==> src/rtl/control_unit_if.sv <==
// Control-unit <-> datapath signal bundle.
//   slave  : control unit side (consumes IR/mem_ready, drives strobes/status)
//   master : datapath/memory side (drives IR/mem_ready, consumes strobes)
// Strobes: bus drives (PCout, MDRout, Zlowout, Cout), register loads
// (PCin, MARin, MDRin, IRin, Yin, Zlowin), IncPc/read/write, register
// select (GRA, GRB, GRC, Rin, Rout, BAout), mdr_read source select,
// ALU op (control), halted/illegal status and the debug state code.
interface control_unit_if;
    logic [31:0] IR;
    logic        mem_ready;
    logic        PCout, MDRout, Zlowout, Cout;
    logic        PCin, MARin, MDRin, IRin, Yin, Zlowin;
    logic        IncPc, read, write;
    logic        GRA, GRB, GRC, Rin, Rout, BAout;
    logic [1:0]  mdr_read;
    logic [3:0]  control;
    logic        halted, illegal;
    logic [4:0]  state;

    modport slave (
        input  IR, mem_ready,
        output PCout, MDRout, Zlowout, Cout,
        output PCin, MARin, MDRin, IRin, Yin, Zlowin,
        output IncPc, read, write,
        output GRA, GRB, GRC, Rin, Rout, BAout,
        output mdr_read, control, halted, illegal, state
    );

    modport master (
        output IR, mem_ready,
        input  PCout, MDRout, Zlowout, Cout,
        input  PCin, MARin, MDRin, IRin, Yin, Zlowin,
        input  IncPc, read, write,
        input  GRA, GRB, GRC, Rin, Rout, BAout,
        input  mdr_read, control, halted, illegal, state
    );
endinterface

==> src/rtl/control_unit.sv <==
// Hardwired multi-cycle control unit FSM.
// Ports:
//   clk   - system clock, rising edge
//   reset - synchronous active-high reset
//   bus   - control_unit_if.slave: IR/mem_ready in, all strobes/status out
// Fetch is T0..T2; execute runs T3..T7 decoding IR[31:27] directly (the
// opcode is not latched). HALT is absorbing until reset.
module control_unit (
    input  logic          clk,
    input  logic          reset,
    control_unit_if.slave bus
);
    typedef enum logic [4:0] {
        S_RST = 5'd0, T0 = 5'd1, T1 = 5'd2, T2 = 5'd3, T3 = 5'd4,
        T4 = 5'd5, T5 = 5'd6, T6 = 5'd7, T7 = 5'd8, HALT = 5'd9
    } state_t;

    localparam logic [4:0] OP_LD   = 5'b00000;
    localparam logic [4:0] OP_LDI  = 5'b00001;
    localparam logic [4:0] OP_ST   = 5'b00010;
    localparam logic [4:0] OP_ADD  = 5'b00011;
    localparam logic [4:0] OP_SUB  = 5'b00100;
    localparam logic [4:0] OP_AND  = 5'b00101;
    localparam logic [4:0] OP_OR   = 5'b00110;
    localparam logic [4:0] OP_NOP  = 5'b11000;
    localparam logic [4:0] OP_HALT = 5'b11001;

    state_t     state_q, state_d;
    logic       illegal_q, set_illegal;
    logic [4:0] op;
    logic       is_ld, is_ldi, is_st, is_mem, is_alu;
    logic [3:0] alu_ctl;

    assign op     = bus.IR[31:27];
    assign is_ld  = (op == OP_LD);
    assign is_ldi = (op == OP_LDI);
    assign is_st  = (op == OP_ST);
    assign is_mem = is_ld | is_ldi | is_st;
    assign is_alu = (op == OP_ADD) | (op == OP_SUB) | (op == OP_AND) | (op == OP_OR);

    always_comb begin
        case (op)
            OP_ADD:  alu_ctl = 4'd2;
            OP_SUB:  alu_ctl = 4'd3;
            OP_AND:  alu_ctl = 4'd4;
            OP_OR:   alu_ctl = 4'd5;
            default: alu_ctl = 4'd0;
        endcase
    end

    always_ff @(posedge clk) begin
        if (reset) begin
            state_q   <= S_RST;
            illegal_q <= 1'b0;
        end else begin
            state_q <= state_d;
            if (set_illegal) illegal_q <= 1'b1;
        end
    end

    assign bus.state   = state_q;
    assign bus.illegal = illegal_q;

    always_comb begin
        state_d      = state_q;
        set_illegal  = 1'b0;
        bus.PCout    = 1'b0; bus.MDRout = 1'b0; bus.Zlowout = 1'b0; bus.Cout = 1'b0;
        bus.PCin     = 1'b0; bus.MARin  = 1'b0; bus.MDRin   = 1'b0; bus.IRin = 1'b0;
        bus.Yin      = 1'b0; bus.Zlowin = 1'b0;
        bus.IncPc    = 1'b0; bus.read   = 1'b0; bus.write   = 1'b0;
        bus.GRA      = 1'b0; bus.GRB    = 1'b0; bus.GRC     = 1'b0;
        bus.Rin      = 1'b0; bus.Rout   = 1'b0; bus.BAout   = 1'b0;
        bus.mdr_read = 2'b00;
        bus.control  = 4'd0;
        bus.halted   = 1'b0;

        case (state_q)
            S_RST: state_d = T0;
            T0: begin
                bus.PCout = 1'b1; bus.MARin = 1'b1; bus.IncPc = 1'b1; bus.Zlowin = 1'b1;
                state_d = T1;
            end
            T1: begin
                bus.Zlowout = 1'b1; bus.read = 1'b1; bus.MDRin = 1'b1; bus.mdr_read = 2'b01;
                // PC loads only on the completing cycle so a stalled fetch
                // cannot write the incremented PC more than once.
                bus.PCin = bus.mem_ready;
                if (bus.mem_ready) state_d = T2;
            end
            T2: begin
                bus.MDRout = 1'b1; bus.IRin = 1'b1;
                if (op == OP_NOP)            state_d = T0;
                else if (op == OP_HALT)      state_d = HALT;
                else if (is_mem || is_alu)   state_d = T3;
                else begin
                    state_d     = HALT;
                    set_illegal = 1'b1;
                end
            end
            // IR is expected stable through execute; an opcode that turns
            // unexecutable mid-instruction is treated as illegal.
            T3: begin
                state_d = T4;
                if (is_mem) begin
                    bus.GRB = 1'b1; bus.BAout = 1'b1; bus.Yin = 1'b1;
                end else if (is_alu) begin
                    bus.GRB = 1'b1; bus.Rout = 1'b1; bus.Yin = 1'b1;
                end else begin
                    state_d = HALT; set_illegal = 1'b1;
                end
            end
            T4: begin
                state_d = T5;
                if (is_mem) begin
                    bus.Cout = 1'b1; bus.control = 4'd2; bus.Zlowin = 1'b1;
                end else if (is_alu) begin
                    bus.GRC = 1'b1; bus.Rout = 1'b1; bus.Zlowin = 1'b1; bus.control = alu_ctl;
                end else begin
                    state_d = HALT; set_illegal = 1'b1;
                end
            end
            T5: begin
                if (is_ld || is_st) begin
                    bus.Zlowout = 1'b1; bus.MARin = 1'b1; state_d = T6;
                end else if (is_ldi || is_alu) begin
                    bus.Zlowout = 1'b1; bus.GRA = 1'b1; bus.Rin = 1'b1; state_d = T0;
                end else begin
                    state_d = HALT; set_illegal = 1'b1;
                end
            end
            T6: begin
                if (is_ld) begin
                    bus.read = 1'b1; bus.MDRin = 1'b1; bus.mdr_read = 2'b01;
                    if (bus.mem_ready) state_d = T7;
                end else if (is_st) begin
                    bus.GRA = 1'b1; bus.Rout = 1'b1; bus.MDRin = 1'b1; bus.mdr_read = 2'b00;
                    state_d = T7;
                end else begin
                    state_d = HALT; set_illegal = 1'b1;
                end
            end
            T7: begin
                if (is_ld) begin
                    bus.MDRout = 1'b1; bus.GRA = 1'b1; bus.Rin = 1'b1; state_d = T0;
                end else if (is_st) begin
                    bus.write = 1'b1;
                    if (bus.mem_ready) state_d = T0;
                end else begin
                    state_d = HALT; set_illegal = 1'b1;
                end
            end
            HALT: bus.halted = 1'b1;
            default: state_d = S_RST;
        endcase
    end
endmodule
==> src/flat_wrapper.sv <==
// flat-port wrapper written by rule: the top's interface ports become plain ports
module control_unit_flat 
  (clk, reset, bus_IR, bus_mem_ready, bus_PCout, bus_MDRout, bus_Zlowout, bus_Cout, bus_PCin, bus_MARin, bus_MDRin, bus_IRin, bus_Yin, bus_Zlowin, bus_IncPc, bus_read, bus_write, bus_GRA, bus_GRB, bus_GRC, bus_Rin, bus_Rout, bus_BAout, bus_mdr_read, bus_control, bus_halted, bus_illegal, bus_state);
  control_unit_if bus_i ();
  input  logic clk;
  input  logic reset;
  input wire logic [$bits(bus_i.IR)-1:0] bus_IR;
  input wire logic [$bits(bus_i.mem_ready)-1:0] bus_mem_ready;
  output wire logic [$bits(bus_i.PCout)-1:0] bus_PCout;
  output wire logic [$bits(bus_i.MDRout)-1:0] bus_MDRout;
  output wire logic [$bits(bus_i.Zlowout)-1:0] bus_Zlowout;
  output wire logic [$bits(bus_i.Cout)-1:0] bus_Cout;
  output wire logic [$bits(bus_i.PCin)-1:0] bus_PCin;
  output wire logic [$bits(bus_i.MARin)-1:0] bus_MARin;
  output wire logic [$bits(bus_i.MDRin)-1:0] bus_MDRin;
  output wire logic [$bits(bus_i.IRin)-1:0] bus_IRin;
  output wire logic [$bits(bus_i.Yin)-1:0] bus_Yin;
  output wire logic [$bits(bus_i.Zlowin)-1:0] bus_Zlowin;
  output wire logic [$bits(bus_i.IncPc)-1:0] bus_IncPc;
  output wire logic [$bits(bus_i.read)-1:0] bus_read;
  output wire logic [$bits(bus_i.write)-1:0] bus_write;
  output wire logic [$bits(bus_i.GRA)-1:0] bus_GRA;
  output wire logic [$bits(bus_i.GRB)-1:0] bus_GRB;
  output wire logic [$bits(bus_i.GRC)-1:0] bus_GRC;
  output wire logic [$bits(bus_i.Rin)-1:0] bus_Rin;
  output wire logic [$bits(bus_i.Rout)-1:0] bus_Rout;
  output wire logic [$bits(bus_i.BAout)-1:0] bus_BAout;
  output wire logic [$bits(bus_i.mdr_read)-1:0] bus_mdr_read;
  output wire logic [$bits(bus_i.control)-1:0] bus_control;
  output wire logic [$bits(bus_i.halted)-1:0] bus_halted;
  output wire logic [$bits(bus_i.illegal)-1:0] bus_illegal;
  output wire logic [$bits(bus_i.state)-1:0] bus_state;
  assign bus_i.IR = bus_IR;
  assign bus_i.mem_ready = bus_mem_ready;
  assign bus_PCout = bus_i.PCout;
  assign bus_MDRout = bus_i.MDRout;
  assign bus_Zlowout = bus_i.Zlowout;
  assign bus_Cout = bus_i.Cout;
  assign bus_PCin = bus_i.PCin;
  assign bus_MARin = bus_i.MARin;
  assign bus_MDRin = bus_i.MDRin;
  assign bus_IRin = bus_i.IRin;
  assign bus_Yin = bus_i.Yin;
  assign bus_Zlowin = bus_i.Zlowin;
  assign bus_IncPc = bus_i.IncPc;
  assign bus_read = bus_i.read;
  assign bus_write = bus_i.write;
  assign bus_GRA = bus_i.GRA;
  assign bus_GRB = bus_i.GRB;
  assign bus_GRC = bus_i.GRC;
  assign bus_Rin = bus_i.Rin;
  assign bus_Rout = bus_i.Rout;
  assign bus_BAout = bus_i.BAout;
  assign bus_mdr_read = bus_i.mdr_read;
  assign bus_control = bus_i.control;
  assign bus_halted = bus_i.halted;
  assign bus_illegal = bus_i.illegal;
  assign bus_state = bus_i.state;
  control_unit u_core (.clk(clk), .reset(reset), .bus(bus_i));
endmodule
==> config.mk <==
export PLATFORM = sky130hd
export DESIGN_NAME = control_unit_flat
export DESIGN_NICKNAME = d
export VERILOG_FILES = /design/src/rtl/control_unit_if.sv /design/src/rtl/control_unit.sv /design/src/flat_wrapper.sv
export SDC_FILE = /design/constraint.sdc
export NUM_CORES = 1
export LEC_CHECK = 0
export CAP_MARGIN = 20
export CORE_ASPECT_RATIO = 1.25
export CORE_UTILIZATION = 31
export DETAILED_ROUTE_END_ITERATION = 12
export PLACE_DENSITY = 0.76
export SLEW_MARGIN = 40
export SYNTH_ARGS = -nofsm -noshare
export SYNTH_HDL_FRONTEND = slang
export SYNTH_SLANG_ARGS = --single-unit
==> constraint.sdc <==
create_clock -name clk -period 2.04 [get_ports clk]
set_input_delay 0.408 -clock clk [delete_from_list [all_inputs] [get_ports clk]]
set_output_delay 0.408 -clock clk [all_outputs]
set_load 0.01 [all_outputs]
Word level (Yosys, flattened, before mapping)
Index checks and enable logic that the tools add are counted.
{ "op_classes": {"add_sub_neg": 0, "n_mul": 0, "div": 0, "n_lt_le_gt_ge": 0, "eq_ne": 20, "n_shift": 0, "n_mux": 63, "bitwise_logic": 6, "n_reduce_logical": 8} }
{ "op_table": {"columns": ["op", "n"], "rows": [
  ["$mux 5", 11],
  ["$pmux 5 s10", 1],
  ["$eq 5x3->1 const B", 7],
  ["$mux 1", 32],
  ["$mux 4", 6],
  ["$eq 5x2->1 const B", 4],
  ["$pmux 1 s2", 8],
  ["$pmux 3 s4", 1],
  ["$eq 5x1->1 const B", 2],
  ["$eq 5x4->1 const B", 2],
  ["$eq 5x5->1 const B", 2],
  ["$logic_not 5->1", 2],
  ["$or 1x1->1", 5],
  ["$ne 4x3->1 const B", 1],
  ["$pmux 1 s4", 1],
  ["$pmux 2 s2", 1],
  ["$reduce_and 4->1", 1],
  ["$reduce_or 2->1", 2],
  ["$logic_or 1x1->1", 3],
  ["$mux 3", 1],
  ["$ne 3x3->1 const B", 1],
  ["$pmux 1 s3", 1],
  ["$ne 2x2->1 const B", 1],
  ["$not 1->1", 1]
]} }
{ "word_totals": {"register_bits": 6, "latchBits": 0, "ramBits": 0, "mem_bits_ro": 0, "input_bits": 35, "output_inout_bits": 32, "elab_cells": 99, "mem_count": 0} }

Logic depth before layout (Yosys ltp)
{ "logic_depth": {"ltp_word": 9, "depth_mapped": 7, "depth_no_buf": 5} }

Least setup slack after synthesis
No wires, ideal clock.
{ "synth_path": {"path_kind": "input to output", "startpoint": "input bus_IR[31]", "endpoint": "output bus_mdr_read[0]", "arrival_ps": 1691, "t_required_ps": 1632, "path_slack_ps": -59, "path_stages": 6, "n_path_buf": 2, "path_cell_list": "or2_1 buf_6 nor3_2 nand2_1 o21ai_0 buf_4"} }
{ "synth_via": {"elab_chain_len": 3} }
{ "synth_lines": {"columns": ["element", "line", "rtl"], "rows": [
  ["start, declared", "flat_wrapper.sv:7", "input wire logic [$bits(bus_i.IR)-1:0] bus_IR;"],
  ["$logic_not 5->1", "control_unit.sv:35", "assign is_ld = (op == OP_LD);"],
  ["$mux 1", "control_unit.sv:132", "if (is_ld) begin"],
  ["$pmux 2 s2", "control_unit.sv:77", "case (state_q)"],
  ["end, declared", "flat_wrapper.sv:28", "output wire logic [$bits(bus_i.mdr_read)-1:0] bus_mdr_read;"]
]} }
Every way passes these cells.

Worst setup path after layout
{ "layout_path": {"startpoint": "input bus_IR[31]", "endpoint": "output bus_GRA"} }
{ "layout_via": {"elab_chain_len": 8, "word_cells_on_any_way": 18, "classes_between": "eq/ne (6); mux (6); bitwise (3); reduce/logical (3)"} }
{ "layout_lines": {"columns": ["element", "line", "rtl"], "rows": [
  ["$eq 5x2->1 / $eq 5x3->1 (equally long branches)", "control_unit.sv:39", "assign is_alu = (op == OP_ADD) | (op == OP_SUB) | (op == OP_AND) | (op == OP_OR);"],
  ["$or 1x1->1 (3 in a row)", "control_unit.sv:39", null],
  ["$logic_or 1x1->1", "control_unit.sv:125", "end else if (is_ldi || is_alu) begin"],
  ["$mux 1", "control_unit.sv:125", null],
  ["$mux 1", "control_unit.sv:123", "if (is_ld || is_st) begin"],
  ["$pmux 1 s3 (*)", "control_unit.sv:77", null],
  ["end, declared", "flat_wrapper.sv:22", "output wire logic [$bits(bus_i.GRA)-1:0] bus_GRA;"]
]} }
Every way passes the cells marked *; elsewhere a longest branch is shown, timed or not.

==> impl_metrics.json <==
{
  "synth_edf_count": 0,
  "p_int_mw": 0.421,
  "cp.required_ns": 1.63,
  "ios": 67,
  "dpl_cell_area_mm2": 0.00131,
  "overflow": 0,
  "area_growth_syn_to_layout_pct": 83.7,
  "die_area_mm2": 0.00263,
  "synthesis.area_um2": 753,
  "clk_pin_slew_ns": 0.04,
  "p_leak_nw": 0.626,
  "clockBufferDepth": 2,
  "num_vias": 1106,
  "rr_startpoint": "u_core.bus.state[3]",
  "initial_core_util_pct": 33.4,
  "min-delay-path-class": "reg -> reg",
  "drt-pass1-iter-count": 4,
  "ir_worst_vdd_v": 0.000470,
  "avgSynthCellArea_um2": 6.85,
  "hold_violations": 0,
  "combPwrFrac_pct": 63.1,
  "netSwitchingFraction_pct": 41.4,
  "gp_congestion": 0.867,
  "outcome": "complete, no violations",
  "fin_crit_ns": 2.02,
  "synth_ff_type": "dfxtp_1",
  "fin_crit_sh_pct": 98.9,
  "place_hpwl_um": 2070,
  "reg2reg_depth": 7,
  "final_area_mm2": 0.00138,
  "final_cells": 205,
  "rsz0062_at_grt": "yes",
  "slew_violations": 0,
  "layout_common_cells": "buf_4, nor2_1, buf_2, dlygate4sd2_1, a21oi_1",
  "grtUsageTotal_pct": 22.9,
  "fp.dieH_um": 57.1,
  "clkSinkCount": 5,
  "die_x_um": 46.1,
  "fin_nets": 210,
  "drt-initial-drc-count": 33,
  "mostFrequentLayoutCell": "buf_4",
  "cts_root_buffer": "clkbuf_4",
  "min-delay-start": "u_core.bus.illegal",
  "num_rows": 19,
  "io_buffers": 36,
  "p_clk_share_pct": 16.3,
  "dp_cells": 196,
  "synthCells": 110,
  "wl_per_cell_um": 14.1,
  "startpoint": "bus_IR[31]",
  "grt_pass1_wl_um": 4550,
  "grt_max_degree": 15,
  "detail-route-antenna-nets": 0,
  "cts_tree": "built",
  "totalWireLength_um": 2890,
  "grt_pass1_vias": 1129,
  "cts_made_buffers": 3,
  "drcViolationCount": 0,
  "start_kind": "input pin",
  "min_to": "u_core.bus.illegal",
  "diodes": 0,
  "p_per_area_mw_per_mm2": 519,
  "drive_above_1_share_pct": 46.6,
  "fin_skew_ns": 0.000274,
  "switchingPower_mw": 0.297,
  "final_util_pct": 61.3,
  "worstHoldPathCells": 2,
  "regToRegSetupSlack_ns": 0.21,
  "clock_latency_ns": 0.24,
  "finalSetupViolations": 0,
  "cap_violations": 0,
  "path_max_fanout": 6,
  "seqPwrFrac_pct": 20.6,
  "reg2reg_to": "u_core.bus.state[0]",
  "ys_seq_area_share_pct": 13.3,
  "core_mm2": 0.00226,
  "via_per_inst": 5.40,
  "synth_cell_types": 39,
  "criticalPathCategory": "in -> out",
  "ys_warn_count": 0,
  "antenna_found_initial": 0,
  "h-tree-depth": 1,
  "async_reset_ff_share_pct": 0,
  "cp.arrival_ns": 1.61,
  "synth_seq_cells": 5,
  "fmax_mhz": 496,
  "end_kind": "output pin",
  "timing.hold.ws_ns": 0.595
}
## cell usage after synthesis, types with 2 or more instances
cell type	n	area, µm²
nor2_1	13	48.8
a21oi_1	9	45.0
nand2_1	8	30.0
buf_4	7	52.6
nor3_1	7	35.0
o21ai_0	7	35.0
dfxtp_1	5	100
a211oi_1	4	30.0
nor4_1	4	25.0
buf_2	3	15.0
clkbuf_1	3	11.3
inv_1	3	11.3
nand2b_1	3	18.8
nand3b_1	3	22.5
and3_1	2	12.5
buf_6	2	22.5
nand3_1	2	10.0
nor3b_1	2	15.0
o31ai_1	2	15.0
or3_1	2	12.5
## stage by stage
stage / total power, mW / setup slack [ns] / TNS, ns
2_1_floorplan: 0.356 / 0.0551 / 0
3_3_place_gp: 0.586 / -0.686 / -11.66
3_5_place_dp: 0.597 / -0.717 / -12.43
4_1_cts: 0.711 / -0.0285 / -0.0473
5_1_grt: 0.767 / -0.0458 / -0.120
6_report: 0.719 / 0.0226 / 0
## per-layer routing
metal / global-route usage [%] / vias to the layer above / routed length (µm)
li1: - / 526 / -
met1: 21.7 / 529 / 1080
met4: 11.3 / 0 / 73
met5: 0 / - / 0
met2: 45.3 / 41 / 1620
met3: 1.90 / 10 / 115
## state kept, by name, summed over array words and instances (netlist names)
name / count
u_core.bus.state: 4
u_core.bus.illegal: 1
## worst max-delay path by stage
stage                                  to  slack (ns)  depth (start not counted)
after global routing           bus_MDRout       -0.05                          5
after detailed placement          bus_Rin       -0.72                          7
after CTS                         bus_GRB       -0.03                          7
after global placement           bus_Rout       -0.69                          7
after floorplan           bus_mdr_read[0]        0.06                          6
final                             bus_GRA        0.02                          7
## critical path, stage by stage
cell and delay [ns]:
buf_6 0.09, or2_4 0.27, or3_4 0.42, buf_6 0.15, nand3b_1 0.07, o21ai_1 0.06, buf_2 0.14
## power groups by stage
stage | Combinational, mW | Clock (mW) | Sequential, mW
finish | 0.454 | 0.117 | 0.148
global route | 0.488 | 0.127 | 0.152
CTS | 0.446 | 0.118 | 0.147
detailed placement | 0.455 | 0 | 0.142
global placement | 0.445 | 0 | 0.140
floorplan | 0.216 | 0 | 0.139
## cell type report
| class | count | area [µm²] |
|---|---|---|
| multi-input combinational | 89 | 617 |
| tap | 31 | 38.8 |
| timing repair buffer | 73 | 581 |
| fill | 202 | 875 |
| clock buffer | 4 | 26.3 |
| inverter | 3 | 11.3 |
| sequential | 5 | 110 |
## logic make-up (layout without fill, tap and decap cells)
logic type	count (synthesis)	in the layout	synth area share (%)
AND/OR/NAND/NOR	53	53	39.4
multiplexers	2	2	2.82
XOR/XNOR	1	1	1.16
AO/OA/AOI/OAI	30	30	27.9
buffers and inverters	18	80	14.9
flip-flops	5	5	13.3
other	1	3	0.498
## what timing repair did
action	in CTS	in global routing
cloned	0	0
setup buffers	4	2
pin swaps	5	7
hold buffers	0	0
setup endpoints to repair	25	15
resized for setup	87	19
Note: power is estimated with default switching activity, not from simulation.
